### src/rtl/axi_lite_regif_responder_if.sv
// AXI-Lite bus bundle between the PS-side host (master) and the register front end (slave).
interface axi_lite_regif_responder_if #(
    parameter int unsigned ADDR_W = 12,
    parameter int unsigned DATA_W = 32
);
    logic [ADDR_W-1:0]   awaddr;
    logic [2:0]          awprot;
    logic                awvalid;
    logic                awready;
    logic [DATA_W-1:0]   wdata;
    logic [DATA_W/8-1:0] wstrb;
    logic                wvalid;
    logic                wready;
    logic [1:0]          bresp;
    logic                bvalid;
    logic                bready;
    logic [ADDR_W-1:0]   araddr;
    logic [2:0]          arprot;
    logic                arvalid;
    logic                arready;
    logic [DATA_W-1:0]   rdata;
    logic [1:0]          rresp;
    logic                rvalid;
    logic                rready;

    modport master (
        output awaddr, awprot, awvalid, wdata, wstrb, wvalid, bready,
        output araddr, arprot, arvalid, rready,
        input  awready, wready, bresp, bvalid, arready, rdata, rresp, rvalid
    );

    modport slave (
        input  awaddr, awprot, awvalid, wdata, wstrb, wvalid, bready,
        input  araddr, arprot, arvalid, rready,
        output awready, wready, bresp, bvalid, arready, rdata, rresp, rvalid
    );
endinterface

### src/rtl/axi_lite_regif_responder.sv
// AXI-Lite register front end for the systolic array: CTRL/STATUS, activation
// register file, start pulse generation and result-memory readback.
module axi_lite_regif_responder #(
    parameter int unsigned C_S_AXI_DATA_WIDTH = 32,
    parameter int unsigned C_S_AXI_ADDR_WIDTH = 12,
    parameter int unsigned NUM_ACT            = 36,
    parameter int unsigned NUM_OUT_WORDS      = 64
) (
    input  logic                           s_axi_aclk,
    input  logic                           s_axi_aresetn,
    axi_lite_regif_responder_if.slave      s_axi,
    output logic                           start_pulse,
    input  logic                           core_done,
    input  logic                           core_idle,
    input  logic [7:0]                     status_state,
    input  logic [3:0]                     status_kij,
    input  logic [5:0]                     act_raddr,
    output logic [C_S_AXI_DATA_WIDTH-1:0]  act_rdata,
    output logic [5:0]                     out_raddr,
    input  logic [C_S_AXI_DATA_WIDTH-1:0]  out_rdata
);
    localparam int unsigned DW          = C_S_AXI_DATA_WIDTH;
    localparam int unsigned AW          = C_S_AXI_ADDR_WIDTH;
    localparam int unsigned STRB_W      = DW / 8;
    localparam int unsigned WORD_W      = AW - 2;
    localparam int unsigned IDX_W       = 6;
    localparam int unsigned CTRL_WORD   = 0;
    localparam int unsigned STATUS_WORD = 1;
    localparam int unsigned ACT_BASE    = 2;
    localparam int unsigned ACT_END     = ACT_BASE + NUM_ACT;
    localparam int unsigned OUT_BASE    = 64;
    localparam int unsigned OUT_END     = OUT_BASE + NUM_OUT_WORDS;
    localparam logic [1:0]  RESP_OKAY   = 2'b00;
    localparam logic [1:0]  RESP_SLVERR = 2'b10;

    typedef enum logic [1:0] {R_IDLE, R_ADDR, R_DATA, R_RESP} rd_state_e;

    logic [DW-1:0]     act_q [NUM_ACT];
    logic              done_q;

    logic              aw_full_q, w_full_q, awready_q, wready_q, bvalid_q;
    logic [WORD_W-1:0] aw_word_q;
    logic [DW-1:0]     w_data_q;
    logic [STRB_W-1:0] w_strb_q;
    logic [1:0]        bresp_q;

    logic              aw_hs_c, w_hs_c, b_hs_c, commit_c;
    logic              aw_full_n_c, w_full_n_c, bvalid_n_c;
    logic              wr_ctrl_c, wr_act_c, act_we_c, start_fire_c;
    logic [IDX_W-1:0]  act_widx_c;
    logic [1:0]        wr_resp_c;

    rd_state_e         rd_state_q, rd_state_n;
    logic              arready_q, rvalid_q, ar_hs_c, rd_load_c;
    logic [WORD_W-1:0] ar_word_q;
    logic [DW-1:0]     rdata_q, rd_data_c;
    logic [1:0]        rresp_q, rd_resp_c;
    logic [IDX_W-1:0]  rd_aidx_c;

    logic              unused_ok;
    assign unused_ok = ^{s_axi.awprot, s_axi.arprot, s_axi.awaddr[1:0], s_axi.araddr[1:0]};

    assign s_axi.awready = awready_q;
    assign s_axi.wready  = wready_q;
    assign s_axi.bvalid  = bvalid_q;
    assign s_axi.bresp   = bresp_q;
    assign s_axi.arready = arready_q;
    assign s_axi.rvalid  = rvalid_q;
    assign s_axi.rdata   = rdata_q;
    assign s_axi.rresp   = rresp_q;

    // Write channel holders, commit decision and address decode of the held request
    always_comb begin
        aw_hs_c      = s_axi.awvalid && awready_q;
        w_hs_c       = s_axi.wvalid && wready_q;
        b_hs_c       = bvalid_q && s_axi.bready;
        commit_c     = aw_full_q && w_full_q && !bvalid_q;
        aw_full_n_c  = b_hs_c ? 1'b0 : (aw_full_q || aw_hs_c);
        w_full_n_c   = b_hs_c ? 1'b0 : (w_full_q || w_hs_c);
        bvalid_n_c   = commit_c || (bvalid_q && !s_axi.bready);
        wr_ctrl_c    = (aw_word_q == WORD_W'(CTRL_WORD));
        wr_act_c     = (aw_word_q >= WORD_W'(ACT_BASE)) && (aw_word_q < WORD_W'(ACT_END));
        act_widx_c   = IDX_W'(aw_word_q - WORD_W'(ACT_BASE));
        act_we_c     = commit_c && wr_act_c && core_idle;
        start_fire_c = commit_c && wr_ctrl_c && w_strb_q[0] && w_data_q[0] && core_idle;
        wr_resp_c    = RESP_SLVERR;
        if (wr_ctrl_c || (wr_act_c && core_idle)) begin
            wr_resp_c = RESP_OKAY;
        end
    end

    always_ff @(posedge s_axi_aclk or negedge s_axi_aresetn) begin
        if (!s_axi_aresetn) begin
            aw_full_q   <= 1'b0;
            w_full_q    <= 1'b0;
            aw_word_q   <= '0;
            w_data_q    <= '0;
            w_strb_q    <= '0;
            awready_q   <= 1'b0;
            wready_q    <= 1'b0;
            bvalid_q    <= 1'b0;
            bresp_q     <= RESP_OKAY;
            start_pulse <= 1'b0;
            done_q      <= 1'b0;
        end else begin
            aw_full_q   <= aw_full_n_c;
            w_full_q    <= w_full_n_c;
            bvalid_q    <= bvalid_n_c;
            awready_q   <= !aw_full_n_c && !bvalid_n_c;
            wready_q    <= !w_full_n_c && !bvalid_n_c;
            start_pulse <= start_fire_c;
            if (aw_hs_c) aw_word_q <= s_axi.awaddr[AW-1:2];
            if (w_hs_c) begin
                w_data_q <= s_axi.wdata;
                w_strb_q <= s_axi.wstrb;
            end
            if (commit_c) bresp_q <= wr_resp_c;
            // An accepted start beats a coincident core_done
            if (start_fire_c)   done_q <= 1'b0;
            else if (core_done) done_q <= 1'b1;
        end
    end

    always_ff @(posedge s_axi_aclk or negedge s_axi_aresetn) begin
        if (!s_axi_aresetn) begin
            for (int unsigned i = 0; i < NUM_ACT; i++) act_q[i] <= '0;
        end else if (act_we_c) begin
            for (int unsigned b = 0; b < STRB_W; b++) begin
                if (w_strb_q[b]) act_q[act_widx_c][8*b +: 8] <= w_data_q[8*b +: 8];
            end
        end
    end

    always_comb begin
        act_rdata = '0;
        if (act_raddr < IDX_W'(NUM_ACT)) act_rdata = act_q[act_raddr];
    end

    // Read FSM: fixed two-cycle gap so the result memory port has settled
    always_ff @(posedge s_axi_aclk or negedge s_axi_aresetn) begin
        if (!s_axi_aresetn) rd_state_q <= R_IDLE;
        else                rd_state_q <= rd_state_n;
    end

    always_comb begin
        rd_state_n = rd_state_q;
        rd_load_c  = 1'b0;
        ar_hs_c    = s_axi.arvalid && arready_q;
        case (rd_state_q)
            R_IDLE:  if (ar_hs_c) rd_state_n = R_ADDR;
            R_ADDR:  rd_state_n = R_DATA;
            R_DATA:  begin
                rd_state_n = R_RESP;
                rd_load_c  = 1'b1;
            end
            R_RESP:  if (s_axi.rready) rd_state_n = R_IDLE;
            default: rd_state_n = R_IDLE;
        endcase
    end

    always_comb begin
        rd_data_c = '0;
        rd_resp_c = RESP_SLVERR;
        rd_aidx_c = IDX_W'(ar_word_q - WORD_W'(ACT_BASE));
        if (ar_word_q == WORD_W'(CTRL_WORD)) begin
            rd_data_c = DW'({core_idle, done_q, 1'b0});
            rd_resp_c = RESP_OKAY;
        end else if (ar_word_q == WORD_W'(STATUS_WORD)) begin
            rd_data_c = DW'({status_kij, status_state});
            rd_resp_c = RESP_OKAY;
        end else if ((ar_word_q >= WORD_W'(ACT_BASE)) && (ar_word_q < WORD_W'(ACT_END))) begin
            rd_data_c = act_q[rd_aidx_c];
            rd_resp_c = RESP_OKAY;
        end else if ((ar_word_q >= WORD_W'(OUT_BASE)) && (ar_word_q < WORD_W'(OUT_END))) begin
            rd_data_c = out_rdata;
            rd_resp_c = RESP_OKAY;
        end
    end

    always_ff @(posedge s_axi_aclk or negedge s_axi_aresetn) begin
        if (!s_axi_aresetn) begin
            arready_q <= 1'b0;
            rvalid_q  <= 1'b0;
            rdata_q   <= '0;
            rresp_q   <= RESP_OKAY;
            ar_word_q <= '0;
            out_raddr <= '0;
        end else begin
            arready_q <= (rd_state_n == R_IDLE);
            rvalid_q  <= (rd_state_n == R_RESP);
            if (ar_hs_c) begin
                ar_word_q <= s_axi.araddr[AW-1:2];
                out_raddr <= IDX_W'(s_axi.araddr[AW-1:2] - WORD_W'(OUT_BASE));
            end
            if (rd_load_c) begin
                rdata_q <= rd_data_c;
                rresp_q <= rd_resp_c;
            end
        end
    end
endmodule

### src/flat_wrapper.sv
// flat-port wrapper written by rule: the top's interface ports become plain ports
module axi_lite_regif_responder_flat 
#(
    parameter int unsigned C_S_AXI_DATA_WIDTH = 32,
    parameter int unsigned C_S_AXI_ADDR_WIDTH = 12,
    parameter int unsigned NUM_ACT            = 36,
    parameter int unsigned NUM_OUT_WORDS      = 64
)
  (s_axi_aclk, s_axi_aresetn, start_pulse, core_done, core_idle, status_state, status_kij, act_raddr, act_rdata, out_raddr, out_rdata, s_axi_awaddr, s_axi_awprot, s_axi_awvalid, s_axi_wdata, s_axi_wstrb, s_axi_wvalid, s_axi_bready, s_axi_araddr, s_axi_arprot, s_axi_arvalid, s_axi_rready, s_axi_awready, s_axi_wready, s_axi_bresp, s_axi_bvalid, s_axi_arready, s_axi_rdata, s_axi_rresp, s_axi_rvalid);
  axi_lite_regif_responder_if s_axi_i ();
  input  logic s_axi_aclk;
  input  logic s_axi_aresetn;
  output logic start_pulse;
  input  logic core_done;
  input  logic core_idle;
  input  logic [7:0] status_state;
  input  logic [3:0] status_kij;
  input  logic [5:0] act_raddr;
  output logic [C_S_AXI_DATA_WIDTH-1:0] act_rdata;
  output logic [5:0] out_raddr;
  input  logic [C_S_AXI_DATA_WIDTH-1:0] out_rdata;
  input wire logic [$bits(s_axi_i.awaddr)-1:0] s_axi_awaddr;
  input wire logic [$bits(s_axi_i.awprot)-1:0] s_axi_awprot;
  input wire logic [$bits(s_axi_i.awvalid)-1:0] s_axi_awvalid;
  input wire logic [$bits(s_axi_i.wdata)-1:0] s_axi_wdata;
  input wire logic [$bits(s_axi_i.wstrb)-1:0] s_axi_wstrb;
  input wire logic [$bits(s_axi_i.wvalid)-1:0] s_axi_wvalid;
  input wire logic [$bits(s_axi_i.bready)-1:0] s_axi_bready;
  input wire logic [$bits(s_axi_i.araddr)-1:0] s_axi_araddr;
  input wire logic [$bits(s_axi_i.arprot)-1:0] s_axi_arprot;
  input wire logic [$bits(s_axi_i.arvalid)-1:0] s_axi_arvalid;
  input wire logic [$bits(s_axi_i.rready)-1:0] s_axi_rready;
  output wire logic [$bits(s_axi_i.awready)-1:0] s_axi_awready;
  output wire logic [$bits(s_axi_i.wready)-1:0] s_axi_wready;
  output wire logic [$bits(s_axi_i.bresp)-1:0] s_axi_bresp;
  output wire logic [$bits(s_axi_i.bvalid)-1:0] s_axi_bvalid;
  output wire logic [$bits(s_axi_i.arready)-1:0] s_axi_arready;
  output wire logic [$bits(s_axi_i.rdata)-1:0] s_axi_rdata;
  output wire logic [$bits(s_axi_i.rresp)-1:0] s_axi_rresp;
  output wire logic [$bits(s_axi_i.rvalid)-1:0] s_axi_rvalid;
  assign s_axi_i.awaddr = s_axi_awaddr;
  assign s_axi_i.awprot = s_axi_awprot;
  assign s_axi_i.awvalid = s_axi_awvalid;
  assign s_axi_i.wdata = s_axi_wdata;
  assign s_axi_i.wstrb = s_axi_wstrb;
  assign s_axi_i.wvalid = s_axi_wvalid;
  assign s_axi_i.bready = s_axi_bready;
  assign s_axi_i.araddr = s_axi_araddr;
  assign s_axi_i.arprot = s_axi_arprot;
  assign s_axi_i.arvalid = s_axi_arvalid;
  assign s_axi_i.rready = s_axi_rready;
  assign s_axi_awready = s_axi_i.awready;
  assign s_axi_wready = s_axi_i.wready;
  assign s_axi_bresp = s_axi_i.bresp;
  assign s_axi_bvalid = s_axi_i.bvalid;
  assign s_axi_arready = s_axi_i.arready;
  assign s_axi_rdata = s_axi_i.rdata;
  assign s_axi_rresp = s_axi_i.rresp;
  assign s_axi_rvalid = s_axi_i.rvalid;
  axi_lite_regif_responder #(.C_S_AXI_DATA_WIDTH(C_S_AXI_DATA_WIDTH), .C_S_AXI_ADDR_WIDTH(C_S_AXI_ADDR_WIDTH), .NUM_ACT(NUM_ACT), .NUM_OUT_WORDS(NUM_OUT_WORDS)) u_core (.s_axi_aclk(s_axi_aclk), .s_axi_aresetn(s_axi_aresetn), .s_axi(s_axi_i), .start_pulse(start_pulse), .core_done(core_done), .core_idle(core_idle), .status_state(status_state), .status_kij(status_kij), .act_raddr(act_raddr), .act_rdata(act_rdata), .out_raddr(out_raddr), .out_rdata(out_rdata));
endmodule
### config.mk
export PLATFORM = sky130hd
export DESIGN_NAME = axi_lite_regif_responder_flat
export DESIGN_NICKNAME = d
export VERILOG_FILES = /design/src/rtl/axi_lite_regif_responder_if.sv /design/src/rtl/axi_lite_regif_responder.sv /design/src/flat_wrapper.sv
export SDC_FILE = /design/constraint.sdc
export NUM_CORES = 2
export LEC_CHECK = 0
export ABC_CLOCK_PERIOD_IN_PS = 3100
export CORE_ASPECT_RATIO = 1.25
export CORE_MARGIN = 2
export CORE_UTILIZATION = 56
export DETAILED_ROUTE_END_ITERATION = 12
export GPL_TIMING_DRIVEN = 0
export PLACE_DENSITY_LB_ADDON = 0.25
export SYNTH_ARGS = -nofsm -noshare
export SYNTH_HDL_FRONTEND = slang
export SYNTH_SLANG_ARGS = --single-unit
export TNS_END_PERCENT = 10
### constraint.sdc
create_clock -name s_axi_aclk -period 3.1 [get_ports s_axi_aclk]
set_input_delay 0.465 -clock s_axi_aclk [delete_from_list [all_inputs] [get_ports s_axi_aclk]]
set_output_delay 0.465 -clock s_axi_aclk [all_outputs]
set_load 0.01 [all_outputs]
==> summary by stage <==
Clock tree
The H-tree generated during clock tree synthesis spans 4 levels. The maximum root-to-sink buffer count is 3. The CTS root buffer is clkbuf_16. After clock tree synthesis, the clock-pin slew on the worst setup and hold paths is about 0.07 ns. The clock net sink count is around 1300.

Counting the buffers created by CTS gives 131. The clock reaches the later pin of the worst-skew pair after between 0.8 and 0.9 ns. The CTS tree is built.

Worst setup path
In this run the critical register-to-register path is captured at u_core.act_q[753]. The startpoint of the worst register-to-register path is u_core.aw_word_q[2]. The worst-case register-to-register setup slack is -0.51 ns. The type of destination of the critical path is a flop.

Measured in cells, the most critical reg-to-reg path has a length of 8. Data on the critical path is required at its endpoint by between 3 and 4 ns. The path type of the worst setup path is flop to flop. In this design, the stage delay of the slowest critical-path cell is approximately 0.74 ns. The slowest cell on the critical path is nand2_1. Traced cell by cell, the critical path runs through clkbuf_1 > or2_1 > buf_2 > nor3b_1 > o21bai_2 > nor2_1 > nand2_1 > mux2_2. The type of origin of the critical path is a flop. The maximum fanout count along the critical path is 10. Data arrives at the worst endpoint at between 4 and 5 ns.

Power and ir drop
The clock network is responsible for between 20% and 30% of the overall power. The fraction of power spent switching nets is 42.67%. Internal power comes to about 34000 µW. The worst-case IR drop observed on VDD is between 800 and 900 µV.

The relative contribution of combinational cells to total power is a little over two fifths. In this run the static leakage power is about 0.036 µW. For this design the total switching power over the nets is approximately 25000 µW. The part of the power in registers is between 30 and 40%. Dividing total power by cell area gives a power density of between 700 and 800 mW/mm².

STA
Based on the critical path, the design can be clocked at up to approximately 280 MHz. The count of endpoints failing hold in the final timing report was 0. The final-report setup violation count is 1054. The number of max-slew violations in the final report came to 22. The relative max-transition margin is -2.006%. The final worst hold slack is approximately 0.28 ns. Setup repair after global routing could not meet its margin everywhere. The worst setup margin is -0.5053 ns. The smallest clock period supported by the final layout is computed as about 3.6 ns. In the finished design, the share of the clock period the worst path needs comes to 116.3%. For the final database, setup skew stands at roughly 0.045 ns.

The actual transition at the worst max-transition pin is 1.530 ns.

Placement
After legalization and detailed placement, the total HPWL measured between 150 and 200 mm. In this run, placement finished with an instance count of between 6000 and 7000. Routability-driven placement finished with a final weighted congestion of between 1 and 1.5. The worst setup slack after placement is -4.469 ns.

Port buffering added 190 buffers.

Synth
The number of distinct library cells after synthesis is 67. After synthesis the netlist holds a flip-flop and latch count of about 1300. Yosys mapped a number of flops with a built-in enable equal to 0. Sequential cells were found to cover 47.50% of the synthesized design area. The share of synthesized registers carrying an async set or reset is 100.0%.

In this run the cell area of the synthesized design comes to between 0.06 and 0.07 mm². In this run the mean area of a mapped cell was around 15 µm². The most frequently used flop master after synthesis is dfrtp_1.

Synthesis produced around 4300 cells. The number of warning messages in the yosys log is 0.

Layout
The share of the core filled with cells in the final layout is approximately 67%. Compared with the post-synthesis result, the final layout area differs by 18.34%. In the final layout, the multi-input gates occupy about 0.034 mm². The final net count is just under 5000.

Cells with a size suffix above 1 make up between 50% and 60% of the layout. The number of fill cells in the layout is 8126. After the flow finishes, the layout carries non-filler instances totaling between 6000 and 7000. The sequential cells in the finished layout cover a total of between 0.03 and 0.04 mm².

Global route
Global routing consumed, over all layers together, ~45% of the routing resources. The largest net degree at the start of global routing is about 170. The total grt overflow is 0. The number of antenna violations at the first check in global routing was 17. The via count of the first global-routing pass is 48538.

The first global-routing pass estimated ~370 mm of wire.

Status
The final reports fail on max-capacitance violations, max-slew violations, negative setup slack. The flow ran to the end, but the final reports show violations.

Floorplan
The placeable core region is 0.1167 mm². The initial cell density of the core is between 50% and 60%. The area enclosed by the die boundary is about 0.12 mm². The height of the chip is between 300 and 400 µm. The number of rows in the core area is 140. Pin placement for this block handled a little over 200 I/O pins. From left edge to right edge, the die measures ~310 µm.

Drt
The detail route stage leaves a number of antenna-violating nets equal to 0. For this block, the routed nets add up to about 270 mm of wire. The detailed-route vias per instance is around 7.5.

For this run, design rule violations remaining after detail routing come to 0. The number of violations reported at the end of detailed-routing iteration 0 is 6948. The iteration count of the initial detailed-routing pass is 9.

The detail-routed net length per standard cell is between 40 and 50 µm. The total via count after detailed routing is 48412.

Worst hold path
The hold path startpoint is s_axi_araddr[11]. The worst min-delay path class is primary input to flop. The cell depth of the worst hold path is 2. The worst hold path endpoint is u_core.ar_word_q[9].

Flow run
Across the run, the number of max-cap violations was 2.
## power by group through the flow
stage / combinational, µW / clock [µW] / sequential [µW]
2_1_floorplan: 9930 / 0 / 17900
3_3_place_gp: 20000 / 0 / 18200
3_5_place_dp: 20500 / 0 / 18100
4_1_cts: 23200 / 16300 / 17800
5_1_grt: 24800 / 17000 / 17900
6_report: 25200 / 16400 / 17900
## flip-flops by register name, indices dropped and copies added (netlist names)
signal                flops
u_core.rd_state_q         2
u_core.w_full_q           1
u_core.s_axi.bvalid       1
u_core.w_data_q          32
u_core.act_q           1152
u_core.s_axi.rvalid       1
u_core.aw_word_q         10
u_core.ar_word_q         10
u_core.w_strb_q           4
u_core.done_q             1
u_core.s_axi.wready       1
u_core.s_axi.rdata       32
u_core.aw_full_q          1
u_core.s_axi.arready      1
u_core.s_axi.awready      1
u_core.s_axi.bresp        1
u_core.start_pulse        1
u_core.s_axi.rresp        1
## worst max path at each step
stage / start / to / slack [ns] / cells after the start
5_1_grt: u_core.aw_word_q[2] / u_core.act_q[683] / -0.42 / 8
3_5_place_dp: u_core.ar_word_q[1] / u_core.s_axi.rdata[21] / -4.47 / 12
2_1_floorplan: u_core.ar_word_q[1] / u_core.s_axi.rdata[15] / 0.02 / 12
6_report: u_core.aw_word_q[2] / u_core.act_q[753] / -0.51 / 8
4_1_cts: u_core.act_q[901] / act_rdata[5] / -0.24 / 6
3_3_place_gp: s_axi_aresetn / u_core.w_data_q[25] / -55.44 / 1
## worst max-delay path: cells and delay by family (launching register included)
kind / cells / cell delay (ns)
compound gates: 1 / 0.23
buf+inv: 2 / 0.38
flops: 1 / 0.37
mux: 1 / 0.50
simple gates: 4 / 1.95
## logic make-up (layout without fill, tap and decap cells)
family,Yosys count,count (layout),synth area share [%]
fa+ha+maj,2,2,0.03790
simple gates,432,432,3.131
buf+inv,411,951,2.629
other cells,1,8,0.005681
xor+xnor,6,6,0.07963
compound gates,258,258,2.523
flops,1253,1253,47.50
mux,1961,1961,44.09
## repair_timing
action / in CTS / in global routing
pin swaps: 46 / 31
buffers inserted: 92 / 7
resized for setup: 815 / 98
hold buffers: 7 / 2
hold endpoints to repair: 83 / 226
endpoints found under the setup margin: 1217 / 974
gates cloned: 3 / 0
## stage by stage
step                      total power (µW)  setup TNS [ns]  area [µm²]
after detailed placement             38610        -1382.04       70220
after global placement               38220               -       69870
after CTS                            57240          -28.57       77760
after floorplan                      27840               0       66010
final                                59440         -156.81       78110
after global routing                 59720         -150.16       78100
## cells in the final DEF (no fill, tap or decap), types with 14 or more instances in the layout
cell and n:
nand2_2 58, buf_12 45, buf_8 21, and3_1 34
mux2_1 49, buf_4 122, clkbuf_8 63, buf_2 51
clkinv_2 22, nor2_1 42, nand3_1 15, mux2_2 1173
dfrtp_1 1250, mux4_2 635, clkbuf_2 20, nand2_1 149
nor2_4 35, a21oi_1 29, o21ai_0 39, a22oi_2 30
nand2b_1 14, o22ai_1 31, buf_16 19, clkdlybuf4s50_1 157
inv_1 34, buf_1 32, clkbuf_4 27, clkbuf_1 151
buf_6 23, mux2i_1 95, o21ai_2 23, clkbuf_16 140
## cell usage after synthesis, drive strengths merged (12+ instances only)
| cell type | n | area [µm²] |
|---|---|---|
| nor3 | 13 | 70.07 |
| inv | 34 | 127.6 |
| mux2i | 103 | 1031 |
| dfrtp | 1253 | 31360 |
| nand2b | 16 | 100.1 |
| nor2b | 12 | 75.07 |
| nand2 | 208 | 790.8 |
| nor2 | 86 | 402.9 |
| a31oi | 21 | 131.4 |
| a21oi | 30 | 150.1 |
| mux4 | 635 | 14300 |
| nand3 | 15 | 75.07 |
| o21ai | 76 | 380.4 |
| and3 | 34 | 212.7 |
| a22oi | 42 | 315.3 |
| buf | 157 | 782.0 |
| clkbuf | 219 | 822.0 |
| o22ai | 33 | 206.5 |
| mux2 | 1223 | 13770 |
## layer usage
layer | vias up | GRT usage [%] | wire length (µm)
li1 | 17647 | - | -
met1 | 25225 | 52.07 | 87100
met2 | 4246 | 62.46 | 112900
met3 | 1268 | 23.55 | 41550
met4 | 26 | 36.66 | 28280
met5 | - | 3.509 | 728
## area by class of cell
type / instances / share of cell area (%)
buffer: 372 / 3.889
multi-input combinational: 2661 / 43.52
antenna: 6 / 0.01922
clock inverter: 41 / 0.6231
tap: 1562 / 2.502
inverter: 35 / 0.2018
timing repair buffer: 313 / 4.198
sequential: 1253 / 40.15
clock buffer: 190 / 4.897
Note: power is estimated with default switching activity, not from simulation.
